==> config.mk <==
export PLATFORM = sky130hd
export DESIGN_NAME = id_stage
export DESIGN_NICKNAME = d
export VERILOG_FILES = /design/src/rtl/id_stage.sv
export SDC_FILE = /design/constraint.sdc
export NUM_CORES = 1
export LEC_CHECK = 0
export ABC_AREA = 1
export CELL_PAD_IN_SITES_DETAIL_PLACEMENT = 1
export CELL_PAD_IN_SITES_GLOBAL_PLACEMENT = 1
export CORE_MARGIN = 5
export CORE_UTILIZATION = 38
export CTS_BUF_LIST = sky130_fd_sc_hd__clkbuf_16
export DETAILED_ROUTE_END_ITERATION = 7
export PLACE_DENSITY = 0.81
export SYNTH_ARGS = -nofsm -noshare
export SYNTH_HDL_FRONTEND = slang
export SYNTH_SLANG_ARGS = --single-unit
==> constraint.sdc <==
create_clock -name clk -period 1.8 [get_ports clk]
set_input_delay 0.36 -clock clk [delete_from_list [all_inputs] [get_ports clk]]
set_output_delay 0.36 -clock clk [all_outputs]
set_load 0.03 [all_outputs]
==> src/rtl/id_stage.sv <==
// id_stage: registered RV32I decode stage between fetch and execute.
// Decodes one instruction per cycle into a bundle (ALU op code, register
// specifiers, read/write enables, sign-extended immediate, pc, illegal flag)
// and holds it in a main output register backed by a one-entry skid register,
// so that in_ready can be a plain flop without ever losing an input beat.
// Optional feature: define DECODE_RV32M_EN to decode the M extension
// (mul/mulh/mulhsu/mulhu/div/divu/rem/remu); otherwise those encodings are
// reported as illegal.
module id_stage #(
   parameter int XLEN    = 32,
   parameter int ALUOP_W = 6
) (
   input  logic               clk,
   input  logic               rst_n,
   input  logic               flush,
   input  logic               in_valid,
   output logic               in_ready,
   input  logic [31:0]        in_instr,
   input  logic [XLEN-1:0]    in_pc,
   output logic               out_valid,
   input  logic               out_ready,
   output logic [ALUOP_W-1:0] out_aluop,
   output logic [4:0]         out_rs1,
   output logic [4:0]         out_rs2,
   output logic [4:0]         out_rd,
   output logic               out_rs1_en,
   output logic               out_rs2_en,
   output logic               out_rd_we,
   output logic [XLEN-1:0]    out_imm,
   output logic [XLEN-1:0]    out_pc,
   output logic               out_illegal
);

   // ALU operation codes; the first thirteen match the older decoder
   localparam logic [ALUOP_W-1:0] OP_NONE  = ALUOP_W'(6'd0);
   localparam logic [ALUOP_W-1:0] OP_ADD   = ALUOP_W'(6'd1);
   localparam logic [ALUOP_W-1:0] OP_SUB   = ALUOP_W'(6'd2);
   localparam logic [ALUOP_W-1:0] OP_SLL   = ALUOP_W'(6'd3);
   localparam logic [ALUOP_W-1:0] OP_JAL   = ALUOP_W'(6'd4);
   localparam logic [ALUOP_W-1:0] OP_ADDI  = ALUOP_W'(6'd5);
   localparam logic [ALUOP_W-1:0] OP_AND   = ALUOP_W'(6'd6);
   localparam logic [ALUOP_W-1:0] OP_OR    = ALUOP_W'(6'd7);
   localparam logic [ALUOP_W-1:0] OP_XOR   = ALUOP_W'(6'd8);
   localparam logic [ALUOP_W-1:0] OP_BLT   = ALUOP_W'(6'd9);
   localparam logic [ALUOP_W-1:0] OP_BEQ   = ALUOP_W'(6'd10);
   localparam logic [ALUOP_W-1:0] OP_SRL   = ALUOP_W'(6'd11);
   localparam logic [ALUOP_W-1:0] OP_LW    = ALUOP_W'(6'd12);
   localparam logic [ALUOP_W-1:0] OP_SW    = ALUOP_W'(6'd13);
   localparam logic [ALUOP_W-1:0] OP_SLT   = ALUOP_W'(6'd14);
   localparam logic [ALUOP_W-1:0] OP_SLTU  = ALUOP_W'(6'd15);
   localparam logic [ALUOP_W-1:0] OP_SRA   = ALUOP_W'(6'd16);
   localparam logic [ALUOP_W-1:0] OP_BNE   = ALUOP_W'(6'd17);
   localparam logic [ALUOP_W-1:0] OP_BGE   = ALUOP_W'(6'd18);
   localparam logic [ALUOP_W-1:0] OP_BLTU  = ALUOP_W'(6'd19);
   localparam logic [ALUOP_W-1:0] OP_BGEU  = ALUOP_W'(6'd20);
   localparam logic [ALUOP_W-1:0] OP_JALR  = ALUOP_W'(6'd21);
   localparam logic [ALUOP_W-1:0] OP_LUI   = ALUOP_W'(6'd22);
   localparam logic [ALUOP_W-1:0] OP_AUIPC = ALUOP_W'(6'd23);
   localparam logic [ALUOP_W-1:0] OP_LB    = ALUOP_W'(6'd24);
   localparam logic [ALUOP_W-1:0] OP_LH    = ALUOP_W'(6'd25);
   localparam logic [ALUOP_W-1:0] OP_LBU   = ALUOP_W'(6'd26);
   localparam logic [ALUOP_W-1:0] OP_LHU   = ALUOP_W'(6'd27);
   localparam logic [ALUOP_W-1:0] OP_SB    = ALUOP_W'(6'd28);
   localparam logic [ALUOP_W-1:0] OP_SH    = ALUOP_W'(6'd29);
`ifdef DECODE_RV32M_EN
   localparam logic [ALUOP_W-1:0] OP_MUL    = ALUOP_W'(6'd32);
   localparam logic [ALUOP_W-1:0] OP_MULH   = ALUOP_W'(6'd33);
   localparam logic [ALUOP_W-1:0] OP_MULHSU = ALUOP_W'(6'd34);
   localparam logic [ALUOP_W-1:0] OP_MULHU  = ALUOP_W'(6'd35);
   localparam logic [ALUOP_W-1:0] OP_DIV    = ALUOP_W'(6'd36);
   localparam logic [ALUOP_W-1:0] OP_DIVU   = ALUOP_W'(6'd37);
   localparam logic [ALUOP_W-1:0] OP_REM    = ALUOP_W'(6'd38);
   localparam logic [ALUOP_W-1:0] OP_REMU   = ALUOP_W'(6'd39);
`endif

   // Major opcodes of the base set
   localparam logic [6:0] OPC_LUI    = 7'b0110111;
   localparam logic [6:0] OPC_AUIPC  = 7'b0010111;
   localparam logic [6:0] OPC_JAL    = 7'b1101111;
   localparam logic [6:0] OPC_JALR   = 7'b1100111;
   localparam logic [6:0] OPC_BRANCH = 7'b1100011;
   localparam logic [6:0] OPC_LOAD   = 7'b0000011;
   localparam logic [6:0] OPC_STORE  = 7'b0100011;
   localparam logic [6:0] OPC_OPIMM  = 7'b0010011;
   localparam logic [6:0] OPC_OP     = 7'b0110011;

   typedef enum logic [2:0] {
      FMT_R = 3'd0,
      FMT_I = 3'd1,
      FMT_S = 3'd2,
      FMT_B = 3'd3,
      FMT_U = 3'd4,
      FMT_J = 3'd5
   } fmt_t;

   typedef struct packed {
      logic [ALUOP_W-1:0] aluop;
      logic [4:0]         rs1;
      logic [4:0]         rs2;
      logic [4:0]         rd;
      logic               rs1_en;
      logic               rs2_en;
      logic               rd_we;
      logic [XLEN-1:0]    imm;
      logic [XLEN-1:0]    pc;
      logic               illegal;
   } bundle_t;

   logic [6:0]         w_opcode;
   logic [2:0]         w_funct3;
   logic [6:0]         w_funct7;
   logic [ALUOP_W-1:0] w_op;
   fmt_t               w_fmt;
   logic               w_legal;
   logic [31:0]        w_imm32;
   bundle_t            w_dec;

   bundle_t            r_out_b;
   bundle_t            r_skid_b;
   logic               r_out_valid;
   logic               r_skid_valid;
   logic               r_in_ready;

   bundle_t            w_out_nxt;
   bundle_t            w_skid_nxt;
   logic               w_out_valid_nxt;
   logic               w_skid_valid_nxt;
   logic               w_in_fire;

   assign w_opcode  = in_instr[6:0];
   assign w_funct3  = in_instr[14:12];
   assign w_funct7  = in_instr[31:25];
   assign w_in_fire = in_valid && r_in_ready;

   // Opcode/funct decode into an op code, an instruction format and a legality flag
   always_comb begin
      w_op    = OP_NONE;
      w_fmt   = FMT_R;
      w_legal = 1'b0;
      case (w_opcode)
         OPC_LUI: begin
            w_op = OP_LUI; w_fmt = FMT_U; w_legal = 1'b1;
         end
         OPC_AUIPC: begin
            w_op = OP_AUIPC; w_fmt = FMT_U; w_legal = 1'b1;
         end
         OPC_JAL: begin
            w_op = OP_JAL; w_fmt = FMT_J; w_legal = 1'b1;
         end
         OPC_JALR: begin
            w_op = OP_JALR; w_fmt = FMT_I; w_legal = (w_funct3 == 3'b000);
         end
         OPC_BRANCH: begin
            w_fmt = FMT_B; w_legal = 1'b1;
            case (w_funct3)
               3'b000:  w_op = OP_BEQ;
               3'b001:  w_op = OP_BNE;
               3'b100:  w_op = OP_BLT;
               3'b101:  w_op = OP_BGE;
               3'b110:  w_op = OP_BLTU;
               3'b111:  w_op = OP_BGEU;
               default: w_legal = 1'b0;
            endcase
         end
         OPC_LOAD: begin
            w_fmt = FMT_I; w_legal = 1'b1;
            case (w_funct3)
               3'b000:  w_op = OP_LB;
               3'b001:  w_op = OP_LH;
               3'b010:  w_op = OP_LW;
               3'b100:  w_op = OP_LBU;
               3'b101:  w_op = OP_LHU;
               default: w_legal = 1'b0;
            endcase
         end
         OPC_STORE: begin
            w_fmt = FMT_S; w_legal = 1'b1;
            case (w_funct3)
               3'b000:  w_op = OP_SB;
               3'b001:  w_op = OP_SH;
               3'b010:  w_op = OP_SW;
               default: w_legal = 1'b0;
            endcase
         end
         OPC_OPIMM: begin
            w_fmt = FMT_I; w_legal = 1'b1;
            case (w_funct3)
               3'b000: w_op = OP_ADDI;
               3'b010: w_op = OP_SLT;
               3'b011: w_op = OP_SLTU;
               3'b100: w_op = OP_XOR;
               3'b110: w_op = OP_OR;
               3'b111: w_op = OP_AND;
               3'b001: begin
                  w_op = OP_SLL; w_legal = (w_funct7 == 7'b0000000);
               end
               3'b101: begin
                  if (w_funct7 == 7'b0000000) begin
                     w_op = OP_SRL;
                  end else if (w_funct7 == 7'b0100000) begin
                     w_op = OP_SRA;
                  end else begin
                     w_legal = 1'b0;
                  end
               end
               default: w_legal = 1'b0;
            endcase
         end
         OPC_OP: begin
            w_fmt = FMT_R;
            if (w_funct7 == 7'b0000000) begin
               w_legal = 1'b1;
               case (w_funct3)
                  3'b000:  w_op = OP_ADD;
                  3'b001:  w_op = OP_SLL;
                  3'b010:  w_op = OP_SLT;
                  3'b011:  w_op = OP_SLTU;
                  3'b100:  w_op = OP_XOR;
                  3'b101:  w_op = OP_SRL;
                  3'b110:  w_op = OP_OR;
                  3'b111:  w_op = OP_AND;
                  default: w_legal = 1'b0;
               endcase
            end else if (w_funct7 == 7'b0100000) begin
               w_legal = 1'b1;
               case (w_funct3)
                  3'b000:  w_op = OP_SUB;
                  3'b101:  w_op = OP_SRA;
                  default: w_legal = 1'b0;
               endcase
            end
`ifdef DECODE_RV32M_EN
            else if (w_funct7 == 7'b0000001) begin
               w_legal = 1'b1;
               case (w_funct3)
                  3'b000:  w_op = OP_MUL;
                  3'b001:  w_op = OP_MULH;
                  3'b010:  w_op = OP_MULHSU;
                  3'b011:  w_op = OP_MULHU;
                  3'b100:  w_op = OP_DIV;
                  3'b101:  w_op = OP_DIVU;
                  3'b110:  w_op = OP_REM;
                  3'b111:  w_op = OP_REMU;
                  default: w_legal = 1'b0;
               endcase
            end
`endif
            else begin
               w_legal = 1'b0;
            end
         end
         default: begin
            w_legal = 1'b0;
         end
      endcase
   end

   // 32-bit immediate assembly per format; sign extension to XLEN happens below
   always_comb begin
      w_imm32 = 32'd0;
      case (w_fmt)
         FMT_I:   w_imm32 = {{20{in_instr[31]}}, in_instr[31:20]};
         FMT_S:   w_imm32 = {{20{in_instr[31]}}, in_instr[31:25], in_instr[11:7]};
         FMT_B:   w_imm32 = {{19{in_instr[31]}}, in_instr[31], in_instr[7],
                             in_instr[30:25], in_instr[11:8], 1'b0};
         FMT_U:   w_imm32 = {in_instr[31:12], 12'd0};
         FMT_J:   w_imm32 = {{11{in_instr[31]}}, in_instr[31], in_instr[19:12],
                             in_instr[20], in_instr[30:21], 1'b0};
         default: w_imm32 = 32'd0;
      endcase
   end

   // Bundle assembly; an illegal instruction keeps its specifiers but enables nothing
   always_comb begin
      w_dec         = '0;
      w_dec.rs1     = in_instr[19:15];
      w_dec.rs2     = in_instr[24:20];
      w_dec.rd      = in_instr[11:7];
      w_dec.pc      = in_pc;
      w_dec.illegal = !w_legal;
      if (w_legal) begin
         w_dec.aluop  = w_op;
         w_dec.imm    = XLEN'($signed(w_imm32));
         w_dec.rs1_en = (w_fmt == FMT_R) || (w_fmt == FMT_I) ||
                        (w_fmt == FMT_S) || (w_fmt == FMT_B);
         w_dec.rs2_en = (w_fmt == FMT_R) || (w_fmt == FMT_S) || (w_fmt == FMT_B);
         w_dec.rd_we  = ((w_fmt == FMT_R) || (w_fmt == FMT_I) ||
                         (w_fmt == FMT_U) || (w_fmt == FMT_J)) &&
                        (in_instr[11:7] != 5'd0);
      end else begin
         w_dec.aluop  = OP_NONE;
         w_dec.imm    = '0;
         w_dec.rs1_en = 1'b0;
         w_dec.rs2_en = 1'b0;
         w_dec.rd_we  = 1'b0;
      end
   end

   // Next state of the output/skid pair; flush wins over both handshakes
   always_comb begin
      w_out_nxt        = r_out_b;
      w_out_valid_nxt  = r_out_valid;
      w_skid_nxt       = r_skid_b;
      w_skid_valid_nxt = r_skid_valid;
      if (flush) begin
         w_out_valid_nxt  = 1'b0;
         w_skid_valid_nxt = 1'b0;
      end else if (!r_out_valid || out_ready) begin
         // Output slot is free after this edge: refill from skid first, else from input
         if (r_skid_valid) begin
            w_out_nxt        = r_skid_b;
            w_out_valid_nxt  = 1'b1;
            w_skid_valid_nxt = 1'b0;
         end else if (w_in_fire) begin
            w_out_nxt       = w_dec;
            w_out_valid_nxt = 1'b1;
         end else begin
            w_out_valid_nxt = 1'b0;
         end
      end else begin
         // Output stalled: an accepted beat parks in the skid register
         if (w_in_fire) begin
            w_skid_nxt       = w_dec;
            w_skid_valid_nxt = 1'b1;
         end else begin
            w_skid_valid_nxt = r_skid_valid;
         end
      end
   end

   // Buffer state registers; in_ready is registered as "skid will be empty"
   always_ff @(posedge clk or negedge rst_n) begin
      if (!rst_n) begin
         r_out_b      <= '0;
         r_skid_b     <= '0;
         r_out_valid  <= 1'b0;
         r_skid_valid <= 1'b0;
         r_in_ready   <= 1'b1;
      end else begin
         r_out_b      <= w_out_nxt;
         r_skid_b     <= w_skid_nxt;
         r_out_valid  <= w_out_valid_nxt;
         r_skid_valid <= w_skid_valid_nxt;
         r_in_ready   <= !w_skid_valid_nxt;
      end
   end

   assign in_ready    = r_in_ready;
   assign out_valid   = r_out_valid;
   assign out_aluop   = r_out_b.aluop;
   assign out_rs1     = r_out_b.rs1;
   assign out_rs2     = r_out_b.rs2;
   assign out_rd      = r_out_b.rd;
   assign out_rs1_en  = r_out_b.rs1_en;
   assign out_rs2_en  = r_out_b.rs2_en;
   assign out_rd_we   = r_out_b.rd_we;
   assign out_imm     = r_out_b.imm;
   assign out_pc      = r_out_b.pc;
   assign out_illegal = r_out_b.illegal;

endmodule

==> results.yml <==
setup_path:
  max_stage_delay_ns: 0.27
  arrival_ns: 2.10
  crit_family: "simple AND/OR/NAND/NOR gates"
  rr_startpoint: "out_valid"
  cp_num_buf_inv: 5
  crit_top_cell: "nand2_1"
  r2r_cells: 6
  critPathMaxFanout: 6
  cp.required_ns: 2.13
  path_cells: "dlygate4sd2_1 -> inv_4 -> ha_1 -> inv_1 -> nand3_2 -> nand3_2 -> nor2_4 -> nand3_4 -> buf_12 -> buf_16 -> nand2_1 -> nand2_1 -> nand2_1 -> nand2_1"
  startpoint: "in_instr[14]"
  slowest_stage: "dlygate4sd2_1"
  crit_path_end_kind: "register"
  path_class: "input port to register"
  start_kind: "input port"
  path_depth: 14
clocking:
  ctsRootBufferMaster: "clkbuf_16"
  cts_max_level: 4
  clock_latency_ns: 0.43
  cts_buffers: 17
  cts_tree: "built"
  clock-sinks: 179
  clk_pin_slew_ns: 0.08
  clock_path_buffers: 2
placed_design:
  port-buffer-count: 158
  post-place-cells: 1748
  dpl.hpwl_um: 21730
  gp_congestion: 0.8949
logic_synthesis:
  synth_top_cell_by_area: "dfrtp_1"
  yosysUniqueCellTypes: 29
  yosysTopAreaCellShare_pct: 49.35
  synthCells: 1234
  synth_warnings: 0
  netlist_top_cells_area: "dfrtp_1 49%, nand2_1 20%, o21ai_0 9.5%"
  syn_area_um2: 9026
  avgSynthCellArea_um2: 7.315
  synth_seq_cells: 179
  ys_seq_area_share_pct: 49.64
  synth_nets: 1314
layout:
  drive_gt1_share_pct: 16.26
  diodes: 0
  final_cell_mix: "449 x nand2_1, 178 x dfrtp_1, 170 x o21ai_0"
  area_delta_synth_final_pct: 41.16
  nets: 1549
  fin_cells: 1801
  n_fill_cell: 2930
  final_common_cell: "nand2_1"
timing:
  fin_crit_ns: 1.773
  setup_tns_ns: 0
  fmax_ghz: 0.5642
  finalSetupViolCount: 0
  slew_violations: 0
  slew_headroom_pct: 63.85
  period_share_pct: 98.48
  worst_pin_slew_ns: 0.5417
  finClkSkew_ns: 0.01197
  hold_viol_final: 0
job:
  drv_cap: 0
die:
  die_y_um: 164.1
  dieArea_um2: 26940
  die_w_um: 164.1
  row_count: 56
  core_area_um2: 23400
  ios: 160
  start_util_pct: 38.57
pwr:
  vdd_drop_max_mv: 0.4767
  p_per_area_nw_per_um2: 864.8
  p_leak_nw: 7.201
worst_hold_path:
  min_path_type: "input port to async pin"
outcome:
  status: "finished clean"
routing:
  vias_per_cell: 4.987
  vias: 8981
  final_antenna_net_count: 0
  wl_per_cell_um: 17.33
  dr.pass1.iters: 5
  drt_wl_total_um: 31210
  drt_iter0_markers: 548
  post-route-drc-count: 0
global_routing:
  antenna_found_initial: 0
  grt_pass1_vias: 9727
  track_usage_pct: 23.52
  grt_pass1_wl_um: 50470
  overflow: 0
  grt_start_max_net_pins: 99
==> repair_timing <==
action,4_1_cts,5_1_grt
buffers inserted,12,2
resized for setup,163,28
hold buffers,1,0
setup endpoints to repair,172,78
gates cloned,6,0
hold endpoints to repair,46,0
pin swaps,17,14
==> layer usage <==
metal	GRT usage, %	share of wire, %	up-vias
met2	41.43	50	183
met1	29.93	43	4425
met3	3.237	3.8	44
li1	-	-	4329
met5	0	0	-
met4	7.320	2.6	0
==> worst paths after layout <==
check | slack, ns | endpoint
worst max-delay path | 0.03 | out_imm[24]
worst min-delay path | 0.45 | out_pc[17]
worst max register to register | 0.22 | r_skid_b[74]
worst min register to register | 0.48 | out_pc[28]
max in group asynchronous | 0.70 | in_ready
min in group clk | 0.48 | out_pc[28]
==> flip-flops by register name, summed over array words and instances (netlist names), 5 cells and up <==
name and count:
out_rs1 5, out_pc 32, r_skid_b 88, out_rd 5, out_rs2 5, out_aluop 5, out_imm 32
==> synthesized netlist by cell type <==
master / instances
nand3_1: 31
buf_6: 4
nor2_4: 2
o21ai_2: 1
a21oi_1: 9
conb_1: 1
nand3_2: 4
inv_2: 5
o21ai_1: 39
nand4_1: 1
nand2_1: 471
nor2_2: 7
dfstp_2: 1
buf_2: 2
dfrtp_1: 178
o22ai_1: 1
o21ai_0: 172
ha_1: 11
nand2_4: 2
nand2_2: 12
nor2_1: 132
inv_4: 1
nand3b_1: 1
inv_1: 80
nand3_4: 1
buf_1: 7
clkbuf_1: 54
nor3_1: 2
buf_4: 2
==> power breakdown <==
group | internal [mW] | switching, mW
clock | 2.11 | 1.79
combinational | 0.842 | 1.44
sequential | 4.55 | 0.286
==> cell type report <==
class | count | area, µm² | share of cell area [%]
inverters | 86 | 332.8 | 2.612
repair buffers | 284 | 2771 | 21.75
flip-flops and latches | 179 | 4481 | 35.17
well taps | 319 | 399.1 | 3.133
multi-input cells | 901 | 4153 | 32.59
clock buffers | 17 | 425.4 | 3.339
clock inverters | 15 | 178.9 | 1.404
==> through the flow <==
step | utilization (%) | setup WS, ns | hold WS (ns) | cell area, µm² | power (mW)
after floorplan | - | 0.003606 | 0.06441 | 9026 | 6.041
after global placement | 50.14 | -0.6387 | 0.3613 | 11740 | 7.179
after detailed placement | 50.14 | -0.7033 | 0.3604 | 11740 | 7.304
after CTS | 54.18 | -0.01992 | 0.4651 | 12680 | 11.09
after global routing | 54.44 | -0.03361 | 0.4891 | 12740 | 11.55
final | 54.44 | 0.02744 | 0.4513 | 12740 | 11.02
==> kinds of logic (layout without fill, tap and decap cells) <==
family / count (synthesis) / after routing / synth area share [%]
flip-flops: 179 / 179 / 49.64
buffers and inverters: 155 / 402 / 6.917
AO/OA/AOI/OAI: 222 / 222 / 12.36
AND/OR/NAND/NOR: 666 / 667 / 29.51
other: 1 / 1 / 0.04155
adder cells (fa/ha/maj): 11 / 11 / 1.525
(Power assumes the default switching activity.)
